**config.mk**
```make
export PLATFORM = sky130hd
export DESIGN_NAME = stat_counter_bank_flat
export DESIGN_NICKNAME = d
export VERILOG_FILES = /design/src/rtl/stat_counter_bank_if.sv /design/src/rtl/stat_counter_bank.sv /design/src/flat_wrapper.sv
export SDC_FILE = /design/constraint.sdc
export NUM_CORES = 1
export LEC_CHECK = 0
export ABC_AREA = 1
export ABC_CLOCK_PERIOD_IN_PS = 7500
export CORE_MARGIN = 1.5
export CORE_UTILIZATION = 30
export DETAILED_ROUTE_END_ITERATION = 6
export PLACE_DENSITY_LB_ADDON = 0.08
export SLEW_MARGIN = 0
export SYNTH_ARGS = -nofsm -noshare
export SYNTH_HDL_FRONTEND = slang
export SYNTH_SLANG_ARGS = --single-unit
```
**constraint.sdc**
```tcl
create_clock -name clk -period 7.5 [get_ports clk]
set_input_delay 1.5 -clock clk [delete_from_list [all_inputs] [get_ports clk]]
set_output_delay 1.5 -clock clk [all_outputs]
set_load 0.03 [all_outputs]
```
**src/rtl/stat_counter_bank_if.sv**
```systemverilog
// rtl/stat_counter_bank_if.sv - display FIFO stream bundle for stat_counter_bank
interface stat_counter_bank_if;
  logic        disp_valid;
  logic [31:0] disp_data;
  logic        disp_ready;

  modport master (output disp_valid, output disp_data, input disp_ready);
  modport slave  (input disp_valid, input disp_data, output disp_ready);
endinterface

```
**src/rtl/stat_counter_bank.sv**
```systemverilog
// rtl/stat_counter_bank.sv - event counter bank with shadow snapshot and syscall display FIFO
module stat_counter_bank #(
  parameter int NUM_CH     = 4,
  parameter int CNT_W      = 32,
  parameter int SAT_MODE   = 0,
  parameter int SHOW_CODE  = 34,
  parameter int FIFO_DEPTH = 4
) (
  input  logic                      clk,
  input  logic                      rst,
  input  logic                      run,
  input  logic [NUM_CH-1:0]         ev,
  input  logic                      clr,
  input  logic                      snap,
  input  logic [$clog2(NUM_CH)-1:0] rd_idx,
  output logic [CNT_W-1:0]          rd_data,
  output logic [NUM_CH-1:0]         ovf,
  input  logic [31:0]               sys_a,
  input  logic [31:0]               sys_b,
  input  logic                      syscall_t,
  stat_counter_bank_if.master       disp,
  output logic [31:0]               disp_last,
  output logic [7:0]                disp_drops
);
  localparam int PTR_W = $clog2(FIFO_DEPTH);
  localparam int OCC_W = PTR_W + 1;

  logic [CNT_W-1:0]  cnt_q    [NUM_CH];
  logic [CNT_W-1:0]  cnt_d    [NUM_CH];
  logic [CNT_W-1:0]  shadow_q [NUM_CH];
  logic [CNT_W-1:0]  shadow_d [NUM_CH];
  logic [NUM_CH-1:0] ovf_q, ovf_d;
  logic [CNT_W-1:0]  rd_data_q, rd_data_d;

  logic [31:0]      mem_q [FIFO_DEPTH];
  logic [PTR_W-1:0] wr_ptr_q, wr_ptr_d, rd_ptr_q, rd_ptr_d;
  logic [OCC_W-1:0] occ_q, occ_d;
  logic [31:0]      last_q, last_d;
  logic [7:0]       drops_q, drops_d;
  logic             push, pop, full, enq;

  always_comb begin
    for (int i = 0; i < NUM_CH; i++) begin
      cnt_d[i]    = cnt_q[i];
      ovf_d[i]    = ovf_q[i];
      shadow_d[i] = snap ? cnt_q[i] : shadow_q[i];
      if (clr) begin
        cnt_d[i] = '0;
        ovf_d[i] = 1'b0;
      end else if (run && ev[i]) begin
        if (cnt_q[i] == {CNT_W{1'b1}}) begin
          ovf_d[i] = 1'b1;
          cnt_d[i] = (SAT_MODE != 0) ? cnt_q[i] : '0;
        end else begin
          cnt_d[i] = cnt_q[i] + 1'b1;
        end
      end
    end
    // Out-of-range selects only exist when NUM_CH is not a power of two.
    rd_data_d = (32'(rd_idx) < NUM_CH) ? shadow_q[rd_idx] : '0;
  end

  always_comb begin
    push     = syscall_t && (sys_a == 32'(SHOW_CODE));
    full     = (occ_q == OCC_W'(FIFO_DEPTH));
    pop      = (occ_q != '0) && disp.disp_ready;
    enq      = push && (!full || pop);
    wr_ptr_d = enq ? wr_ptr_q + 1'b1 : wr_ptr_q;
    rd_ptr_d = pop ? rd_ptr_q + 1'b1 : rd_ptr_q;
    occ_d    = occ_q;
    if (enq && !pop)
      occ_d = occ_q + 1'b1;
    else if (pop && !enq)
      occ_d = occ_q - 1'b1;
    last_d  = push ? sys_b : last_q;
    drops_d = drops_q;
    if (push && full && !pop && drops_q != 8'hFF)
      drops_d = drops_q + 1'b1;
  end

  always_ff @(posedge clk) begin
    if (rst) begin
      for (int i = 0; i < NUM_CH; i++) begin
        cnt_q[i]    <= '0;
        shadow_q[i] <= '0;
      end
      ovf_q     <= '0;
      rd_data_q <= '0;
      wr_ptr_q  <= '0;
      rd_ptr_q  <= '0;
      occ_q     <= '0;
      last_q    <= '0;
      drops_q   <= '0;
    end else begin
      for (int i = 0; i < NUM_CH; i++) begin
        cnt_q[i]    <= cnt_d[i];
        shadow_q[i] <= shadow_d[i];
      end
      ovf_q     <= ovf_d;
      rd_data_q <= rd_data_d;
      wr_ptr_q  <= wr_ptr_d;
      rd_ptr_q  <= rd_ptr_d;
      occ_q     <= occ_d;
      last_q    <= last_d;
      drops_q   <= drops_d;
    end
  end

  // Storage needs no reset: occupancy gates every read of it.
  always_ff @(posedge clk) begin
    if (!rst && enq)
      mem_q[wr_ptr_q] <= sys_b;
  end

  assign rd_data         = rd_data_q;
  assign ovf             = ovf_q;
  assign disp.disp_valid = (occ_q != '0);
  assign disp.disp_data  = mem_q[rd_ptr_q];
  assign disp_last       = last_q;
  assign disp_drops      = drops_q;
endmodule
```
**src/flat_wrapper.sv**
```systemverilog
// flat-port wrapper written by rule: the top's interface ports become plain ports
module stat_counter_bank_flat 
#(
  parameter int NUM_CH     = 4,
  parameter int CNT_W      = 32,
  parameter int SAT_MODE   = 0,
  parameter int SHOW_CODE  = 34,
  parameter int FIFO_DEPTH = 4
)
  (clk, rst, run, ev, clr, snap, rd_idx, rd_data, ovf, sys_a, sys_b, syscall_t, disp_last, disp_drops, disp_disp_valid, disp_disp_data, disp_disp_ready);
  stat_counter_bank_if disp_i ();
  input  logic clk;
  input  logic rst;
  input  logic run;
  input  logic [NUM_CH-1:0] ev;
  input  logic clr;
  input  logic snap;
  input  logic [$clog2(NUM_CH)-1:0] rd_idx;
  output logic [CNT_W-1:0] rd_data;
  output logic [NUM_CH-1:0] ovf;
  input  logic [31:0] sys_a;
  input  logic [31:0] sys_b;
  input  logic syscall_t;
  output logic [31:0] disp_last;
  output logic [7:0] disp_drops;
  output wire logic [$bits(disp_i.disp_valid)-1:0] disp_disp_valid;
  output wire logic [$bits(disp_i.disp_data)-1:0] disp_disp_data;
  input wire logic [$bits(disp_i.disp_ready)-1:0] disp_disp_ready;
  assign disp_disp_valid = disp_i.disp_valid;
  assign disp_disp_data = disp_i.disp_data;
  assign disp_i.disp_ready = disp_disp_ready;
  stat_counter_bank #(.NUM_CH(NUM_CH), .CNT_W(CNT_W), .SAT_MODE(SAT_MODE), .SHOW_CODE(SHOW_CODE), .FIFO_DEPTH(FIFO_DEPTH)) u_core (.clk(clk), .rst(rst), .run(run), .ev(ev), .clr(clr), .snap(snap), .rd_idx(rd_idx), .rd_data(rd_data), .ovf(ovf), .sys_a(sys_a), .sys_b(sys_b), .syscall_t(syscall_t), .disp(disp_i), .disp_last(disp_last), .disp_drops(disp_drops));
endmodule
```
==> impl_metrics.ini, run 1 <==
[global_route]
grt_pass1_vias = 15400
overflow = 0
grt_pass1_wl_um = 88000
antenna_found_initial = 0
grtUsageTotal_pct = 16.1
grt_start_max_net_pins = 76

[placement]
dpl.hpwl_um = 38900
gp_congestion = 0.834
portBuffers = 185

[clocking]
post-cts-setup-buffer-count = 0
clock-root-buffer = clkbuf_16
clockBufferDepth = 3
cts_resized = 0
hold_buffers = 0
clk_pin_slew_ns = 0.05
cts_sinks = 469
ctsHtreeMaxLevel = 2
cts_tree = done
clk_latency_ns = 0.61
cts_inserted_buffers = 55

[synthesis]
yosys_warnings = 0
netlist_instances = 2305
synth_area_leaders = edfxtp_1 (38%), dfxtp_1 (21%), nor2_1 (12%)
syn_area_mm2 = 0.0202
synth_edf_count = 256
ys_types = 35
avgSynthCellArea_um2 = 8.75
synth_ff_type = edfxtp_1
ys_ff_latch = 469
yosysTopAreaCell = edfxtp_1
synth-async-reset-ratio_pct = 0
synthTopCellsByCount = nor2_1 (638), nand2_1 (281), edfxtp_1 (256)
ys_seq_area_share_pct = 59.3
syn_nets = 2393
synth.top_cell.area_share_pct = 38.1
synthMostInstantiatedCell = nor2_1

[setup_path]
worstPathMaxFanout = 65
arrival_ns = 3.35
worst_setup_path_end_kind = primary output
crit_type = register to primary output
cp-start-kind = register
crit_required_ns = 6.00

[drt]
drt-met1-wl_um = 27400
first_iter_violations = 914
routed_wirelength_um = 56500
ant_nets = 0
dr_wl_met3_um = 2330
vias = 15800
wl_met2_um = 25400
drc_errors = 0
wl_per_cell_um = 16.7
drtPass1Iterations = 5
viasPerCell = 4.66
highest_layer = met4

[job]
maxCapViolCount = 0

[floorplanning]
start_util_pct = 30.5
die_y_um = 262
rows = 94
core_mm2 = 0.0661
die_x_um = 262
die_area_mm2 = 0.0688
io_pins = 186

[timing]
finalMaxSlewViolations = 0
fin_skew_ns = 0.0112
period_share_pct = 64.7
fmax_ghz = 0.206
relSlewSlack_pct = 17.9
period_needed_ns = 4.85
rsz0062_at_grt = false
hold_viol = 0
setup_viol = 0
tightest_slew_ns = 1.23
setup-tns-final_ns = 0

[min_path]
hold_path.class = register to register

[pwr]
power.density_mw_per_mm2 = 247
peakVddDrop_mv = 0.151
p_leak_nw = 8.55

[status]
status = complete, no violations

[cells_and_area]
fill_cells = 6794
finish.utilization_pct = 37.3
nets = 2567
drive_gt1_share_pct = 4.99
synthToLayoutAreaGrowth_pct = 22.4
==> power by group <==
part	internal [W]	switching (W)	total, W
combinational	0.000239	0.000474	0.000713
sequential	0.00275	0.0000185	0.00277
clock	0.00154	0.00107	0.00261
==> metrics by stage <==
step	total power [W]	area, um^2	hold slack [ns]	std cells	worst slack, ns
2_1_floorplan	0.00323	20200	0.436	2305	3.39
3_3_place_gp	0.00355	22900	0.449	3286	2.60
3_5_place_dp	0.00355	22900	0.443	3286	2.56
4_1_cts	0.00620	24700	0.452	3390	2.57
5_1_grt	0.00633	24700	0.482	3390	2.33
6_report	0.00609	24700	0.449	3391	2.65
==> cell type report <==
cell class	count	area (um^2)	share of cell area [%]
antenna	1	2.50	0.0101
clock buffer	83	1600	6.49
clock inverter	21	164	0.664
inverter	249	936	3.79
multi-input combinational	1503	6980	28.3
sequential	469	12000	48.4
tap	864	1080	4.38
timing repair buffer	201	1970	7.97
==> metal layers <==
metal / vias up / track usage [%]
li1: 7902 / -
met1: 7512 / 22.3
met5: - / 0
met2: 319 / 26.2
met3: 82 / 2.38
met4: 0 / 4.62
==> worst paths after layout <==
check	startpoint	to	slack (ns)	cells past startpoint
worst max register to register	u_core.cnt_q[2][1]	u_core.cnt_q[2][22]	5.06	10
worst max-delay path	register	disp_disp_data[20]	2.65	6
worst min-delay path	u_core.ovf[0]	u_core.ovf[0]	0.45	2
worst min register to register	u_core.ovf[0]	u_core.ovf[0]	0.45	2
==> kinds of logic (layout without fill, tap and decap cells) <==
family | count (synthesis) | count (layout) | synth area share (%)
buf+inv | 333 | 554 | 6.37
flops | 469 | 469 | 59.3
compound gates | 288 | 288 | 7.45
simple gates | 1139 | 1139 | 23.4
fa+ha+maj | 11 | 11 | 0.720
other cells | 0 | 1 | 0
xor+xnor | 65 | 65 | 2.82
==> worst max-delay path: stages (launching register included) <==
cell and delay (ns):
dfxtp_2 0.31, buf_4 0.50, clkinv_1 0.47, buf_4 0.42
o21ai_0 0.21, o22ai_1 0.16, clkdlybuf4s50_1 0.63
==> state kept, by name (all words and copies together), names as in the netlist, named ones only <==
register           cells
u_core.shadow_q      128
u_core.rd_data        32
u_core.mem_q         128
u_core.disp_last      32
u_core.cnt_q         128
u_core.ovf             4
u_core.wr_ptr_q        2
u_core.disp_drops      8
u_core.occ_q           3
u_core.rd_ptr_q        2
==> cell usage in the layout, fill, tap and decap left out, drive strengths merged <==
cell type	instances
o22ai	32
inv	246
o21ai	184
ha	10
buf	17
edfxtp	256
a21oi	64
and2	4
nand4	54
nor4	4
o31ai	1
clkinv	22
nand2	285
bufinv	2
clkbuf	83
clkdlybuf4s50	184
nand3	93
nand3b	2
or2	2
nor3	49
dfxtp	213
fa	1
diode	1
a221oi	4
xor2	65
nor2	646
a31oi	3
Note: power is estimated with default switching activity, not from simulation.
==> inputs of run 2 (changes only) <==
--- a/config.mk
+++ b/config.mk
@@ -6,7 +6,7 @@
 export NUM_CORES = 1
 export LEC_CHECK = 0
 export ABC_AREA = 1
-export ABC_CLOCK_PERIOD_IN_PS = 7500
+export ABC_CLOCK_PERIOD_IN_PS = 4300
 export CORE_MARGIN = 1.5
 export CORE_UTILIZATION = 30
 export DETAILED_ROUTE_END_ITERATION = 6
==> constraint.sdc (replaced) <==
create_clock -name clk -period 4.3 [get_ports clk]
set_input_delay 0.86 -clock clk [delete_from_list [all_inputs] [get_ports clk]]
set_output_delay 0.86 -clock clk [all_outputs]
set_load 0.03 [all_outputs]
==> impl_metrics.ini, run 2 (synthesis gave the netlist of run 1 again) <==
[global_route]
overflow = 0
grt_pass1_wl_um = 87900
grt_pass1_vias = 15200
grt_start_max_net_pins = 65
grtUsageTotal_pct = 16.2
antenna_found_initial = 0

[floorplanning]
core_mm2 = 0.0661
die_area_mm2 = 0.0688
die_x_um = 262
die_y_um = 262
io_pins = 186
rows = 94
start_util_pct = 30.5

[clocking]
cts_inserted_buffers = 55
cts_resized = 0
clk_pin_slew_ns = 0.06
hold_buffers = 0
cts_tree = done
clock-root-buffer = clkbuf_16
clockBufferDepth = 3
ctsHtreeMaxLevel = 2
post-cts-setup-buffer-count = 0
clk_latency_ns = 0.61
cts_sinks = 469

[cells_and_area]
nets = 2581
top_regs = u_core.cnt_q (128), u_core.mem_q (128), u_core.shadow_q (128)
fill_cells = 6757
multiInputGateArea_mm2 = 0.00698
drive_gt1_share_pct = 5.99
design_area_mm2 = 0.0249
layout_commonest_cell = nor2_1
synthToLayoutAreaGrowth_pct = 23.3
final_cell_mix = nor2_1 (633), nand2_1 (280), edfxtp_1 (256)
seq_area_mm2 = 0.0120
diodes = 0

[pwr]
power.density_mw_per_mm2 = 434
pwr-share-seq_pct = 44.8
power_report.internal_total_w = 0.00802
peakVddDrop_mv = 0.325
combPwrFrac_pct = 11.6
p_sw_share_pct = 25.7
power.share.clock_pct = 43.6
p_switching_w = 0.00278
p_leak_nw = 8.67

[timing]
period_share_pct = 82.4
period_needed_ns = 3.55
fmax_ghz = 0.282
setup-tns-final_ns = 0
fin_skew_ns = 0.0231
rsz0062_at_grt = false
setup_viol = 0
hold_viol = 0
finalMaxSlewViolations = 0
tightest_slew_ns = 0.699
relSlewSlack_pct = 53.4

[min_path]
hold_path.class = register to register
holdPathEnd = u_core.ovf[2]
hold_depth = 2
hold_start = u_core.ovf[2]

[setup_path]
worstPathMaxFanout = 26
path_cells = clkinv_1, buf_4, o21ai_0, o22ai_1, clkdlybuf4s50_1
r2r-start = u_core.cnt_q[2][9]
worst_setup_path_end_kind = primary output
arrival_ns = 2.69
crit_type = register to primary output
slowest_delay_ns = 0.64
path_delay_family = buffers and inverters
r2r_end = u_core.cnt_q[2][22]
crit_required_ns = 3.44
critPathSlowestCell = clkdlybuf4s50_1
cp.depth = 5
r2r_cells = 9
cp-start-kind = register
path_buf_inv = 3
regToRegSetupSlack_ns = 2.07

[drt]
vias = 15700
routed_wirelength_um = 56600
ant_nets = 0
viasPerCell = 4.62
wl_per_cell_um = 16.6
drc_errors = 0
first_iter_violations = 981
drtPass1Iterations = 5

[placement]
dpl.hpwl_um = 39400
place_area_mm2 = 0.0230
gp_congestion = 0.831
portBuffers = 185

[status]
status = complete, no violations

[job]
maxCapViolCount = 0
run 2: cell types whose count changed in the layout (fill, tap and decap cells not counted), moves of 2 or more:
| cell | before | now |
|---|---|---|
| clkdlybuf4s50_1 | 184 | 176 |
| clkbuf_1 | 17 | 10 |
| bufinv_16 | 2 | 6 |
| clkinv_1 | 11 | 13 |
| clkinv_2 | 9 | 14 |
| clkbuf_8 | 10 | 4 |
| buf_4 | 16 | 34 |
| buf_12 | 0 | 4 |
run 2: worst max-delay path by stage:
stage / startpoint / to / slack, ns
floorplan: sys_a[1] / u_core.mem_q[0][0] / 0.83
global placement: sys_a[1] / u_core.mem_q[0][13] / 0.78
detailed placement: sys_a[1] / u_core.mem_q[0][13] / 0.79
CTS: register / disp_disp_data[21] / 0.68
global route: register / disp_disp_data[20] / 0.57
finish: register / disp_disp_data[18] / 0.75
run 2: per-layer routing:
| metal | vias to the layer above | routed length, um | GRT usage (%) |
|---|---|---|---|
| li1 | 7927 | - | - |
| met1 | 7420 | 27200 | 22.2 |
| met2 | 316 | 25800 | 26.2 |
| met3 | 73 | 2580 | 2.90 |
| met4 | 0 | 1020 | 4.12 |
| met5 | - | 0 | 0 |
run 2: per-stage QoR:
stage	hold slack (ns)	util, %	std cells	worst slack, ns	total power, W
after floorplan	0.436	-	2305	0.833	0.00563
after detailed placement	0.445	34.9	3300	0.786	0.00620
final	0.450	37.6	3403	0.755	0.0108
after global routing	0.480	37.6	3403	0.572	0.0112
after CTS	0.454	37.6	3403	0.676	0.0110
after global placement	0.452	34.9	3300	0.781	0.00620
run 2: power by group through the flow:
stage	Combinational, W	Sequential (W)	Clock (W)
2_1_floorplan	0.000667	0.00496	0
3_3_place_gp	0.00127	0.00493	0
3_5_place_dp	0.00127	0.00493	0
4_1_cts	0.00127	0.00483	0.00486
5_1_grt	0.00135	0.00484	0.00502
6_report	0.00125	0.00483	0.00471
run 2: cell type report:
class | instances | share of cell area (%)
clock inverter | 33 | 1.29
timing repair buffer | 215 | 8.45
sequential | 469 | 48.1
inverter | 249 | 3.76
clock buffer | 70 | 6.01
tap | 864 | 4.35
multi-input combinational | 1503 | 28.1
run 2: worst min-delay path, cell delays in order, from the launching register on:
cell and delay [ns]:
dfxtp_1 0.31, inv_1 0.05, a21oi_1 0.05
==> inputs of run 3 (changes only) <==
--- a/config.mk
+++ b/config.mk
@@ -6,7 +6,7 @@
 export NUM_CORES = 1
 export LEC_CHECK = 0
 export ABC_AREA = 1
-export ABC_CLOCK_PERIOD_IN_PS = 4300
+export ABC_CLOCK_PERIOD_IN_PS = 3600
 export CORE_MARGIN = 1.5
 export CORE_UTILIZATION = 30
 export DETAILED_ROUTE_END_ITERATION = 6
==> constraint.sdc (replaced) <==
create_clock -name clk -period 3.6 [get_ports clk]
set_input_delay 0.72 -clock clk [delete_from_list [all_inputs] [get_ports clk]]
set_output_delay 0.72 -clock clk [all_outputs]
set_load 0.03 [all_outputs]
==> impl_metrics.ini, run 3 (synthesis gave the netlist of run 1 again) <==
[pwr]
power.density_mw_per_mm2 = 515
p_leak_nw = 8.66
peakVddDrop_mv = 0.279

[global_route]
grt_pass1_vias = 15300
met3_usage_pct = 2.68
grt_start_max_net_pins = 129
grt_pass1_wl_um = 88500
overflow = 0
grt_use_met1_pct = 22.2
grtUsageTotal_pct = 16.2
top_usage_layer = met2
grtUsageMet2_pct = 26.9
antenna_found_initial = 1

[cells_and_area]
nets = 2579
drive_gt1_share_pct = 5.67
final_cell_mix = nor2_1 (633), nand2_1 (280), edfxtp_1 (256)
synthToLayoutAreaGrowth_pct = 23.5
design_area_mm2 = 0.0249
diodes = 0
top_regs = u_core.cnt_q (128), u_core.mem_q (128), u_core.shadow_q (128)
layout_commonest_cell = nor2_1

[timing]
tightest_slew_ns = 0.903
finalMaxSlewViolations = 0
fmax_ghz = 0.298
relSlewSlack_pct = 39.8
fin_skew_ns = 0.0212
period_share_pct = 93.3
hold_viol = 0
setup-tns-final_ns = 0
setup_viol = 0
rsz0062_at_grt = false
period_needed_ns = 3.36

[drt]
drc_errors = 0
viasPerCell = 4.62
ant_nets = 0
vias = 15700
first_iter_violations = 1064
routed_wirelength_um = 56500
wl_per_cell_um = 16.6
drtPass1Iterations = 5

[clocking]
cts_resized = 0
clock-root-buffer = clkbuf_16
clk_pin_slew_ns = 0.06
clockBufferDepth = 3
ctsHtreeMaxLevel = 2
post-cts-setup-buffer-count = 0
clk_latency_ns = 0.62
cts_inserted_buffers = 55
hold_buffers = 0
cts_sinks = 469
cts_tree = done

[setup_path]
slowest_delay_ns = 0.74
path_delay_family = buffers and inverters
cp-start-kind = register
crit_type = register to primary output
worstPathMaxFanout = 27
path_cells = buf_4, o21ai_0, o22ai_1, clkdlybuf4s50_1
arrival_ns = 2.64
worst_setup_path_end_kind = primary output
path_buf_inv = 2
critPathSlowestCell = clkdlybuf4s50_1
crit_required_ns = 2.88

[floorplanning]
start_util_pct = 30.5
rows = 94
die_area_mm2 = 0.0688
io_pins = 186
die_x_um = 262
die_y_um = 262
core_mm2 = 0.0661

[placement]
place_area_mm2 = 0.0231
gp_congestion = 0.834
dpl.hpwl_um = 39200
portBuffers = 185

[status]
status = complete, no violations

[min_path]
hold_path.class = register to register

[job]
maxCapViolCount = 0
==> run 3: where the power goes <==
part / total (W) / internal, W / switching [W]
clock network: 0.00552 / 0.00326 / 0.00226
registers: 0.00578 / 0.00573 / 0.0000429
logic: 0.00152 / 0.000524 / 0.000999
==> run 3: layer usage <==
layer / share of wire [%] / up-vias
met3: 4.2 / 63
met5: 0 / -
met1: 48 / 7428
met4: 1.5 / 0
li1: - / 7927
met2: 46 / 289
==> run 3: cell type report <==
cell class	instances	area, um^2
sequential	469	12000
clock buffer	85	1590
tap	864	1080
clock inverter	19	201
inverter	249	935
timing repair buffer	213	2160
multi-input combinational	1503	6980
fill	6817	41200
==> run 3: through the flow <==
stage	hold slack, ns	setup WS (ns)	utilization [%]	instances	total power, W
4_1_cts	0.465	0.149	37.7	3402	0.0130
2_1_floorplan	0.436	0.273	-	2305	0.00672
3_5_place_dp	0.456	0.373	35.0	3298	0.00745
6_report	0.456	0.242	37.7	3402	0.0128
5_1_grt	0.490	0.114	37.7	3402	0.0133
3_3_place_gp	0.453	0.418	35.0	3298	0.00743
==> run 3: worst paths after layout <==
check,start,end,slack (ns),depth (start not counted)
worst min-delay path,u_core.ovf[0],u_core.ovf[0],0.46,2
worst max register to register,u_core.cnt_q[2][1],u_core.cnt_q[2][7],1.43,9
worst max-delay path,register,disp_disp_data[17],0.24,4
worst min register to register,u_core.ovf[0],u_core.ovf[0],0.46,2
==> run 3: tightest hold or removal path: cells and delay by family (launching register included) <==
family / cells / cell delay (ns)
AO/OA/AOI/OAI: 1 / 0.05
flip-flops: 1 / 0.31
buffers and inverters: 1 / 0.05
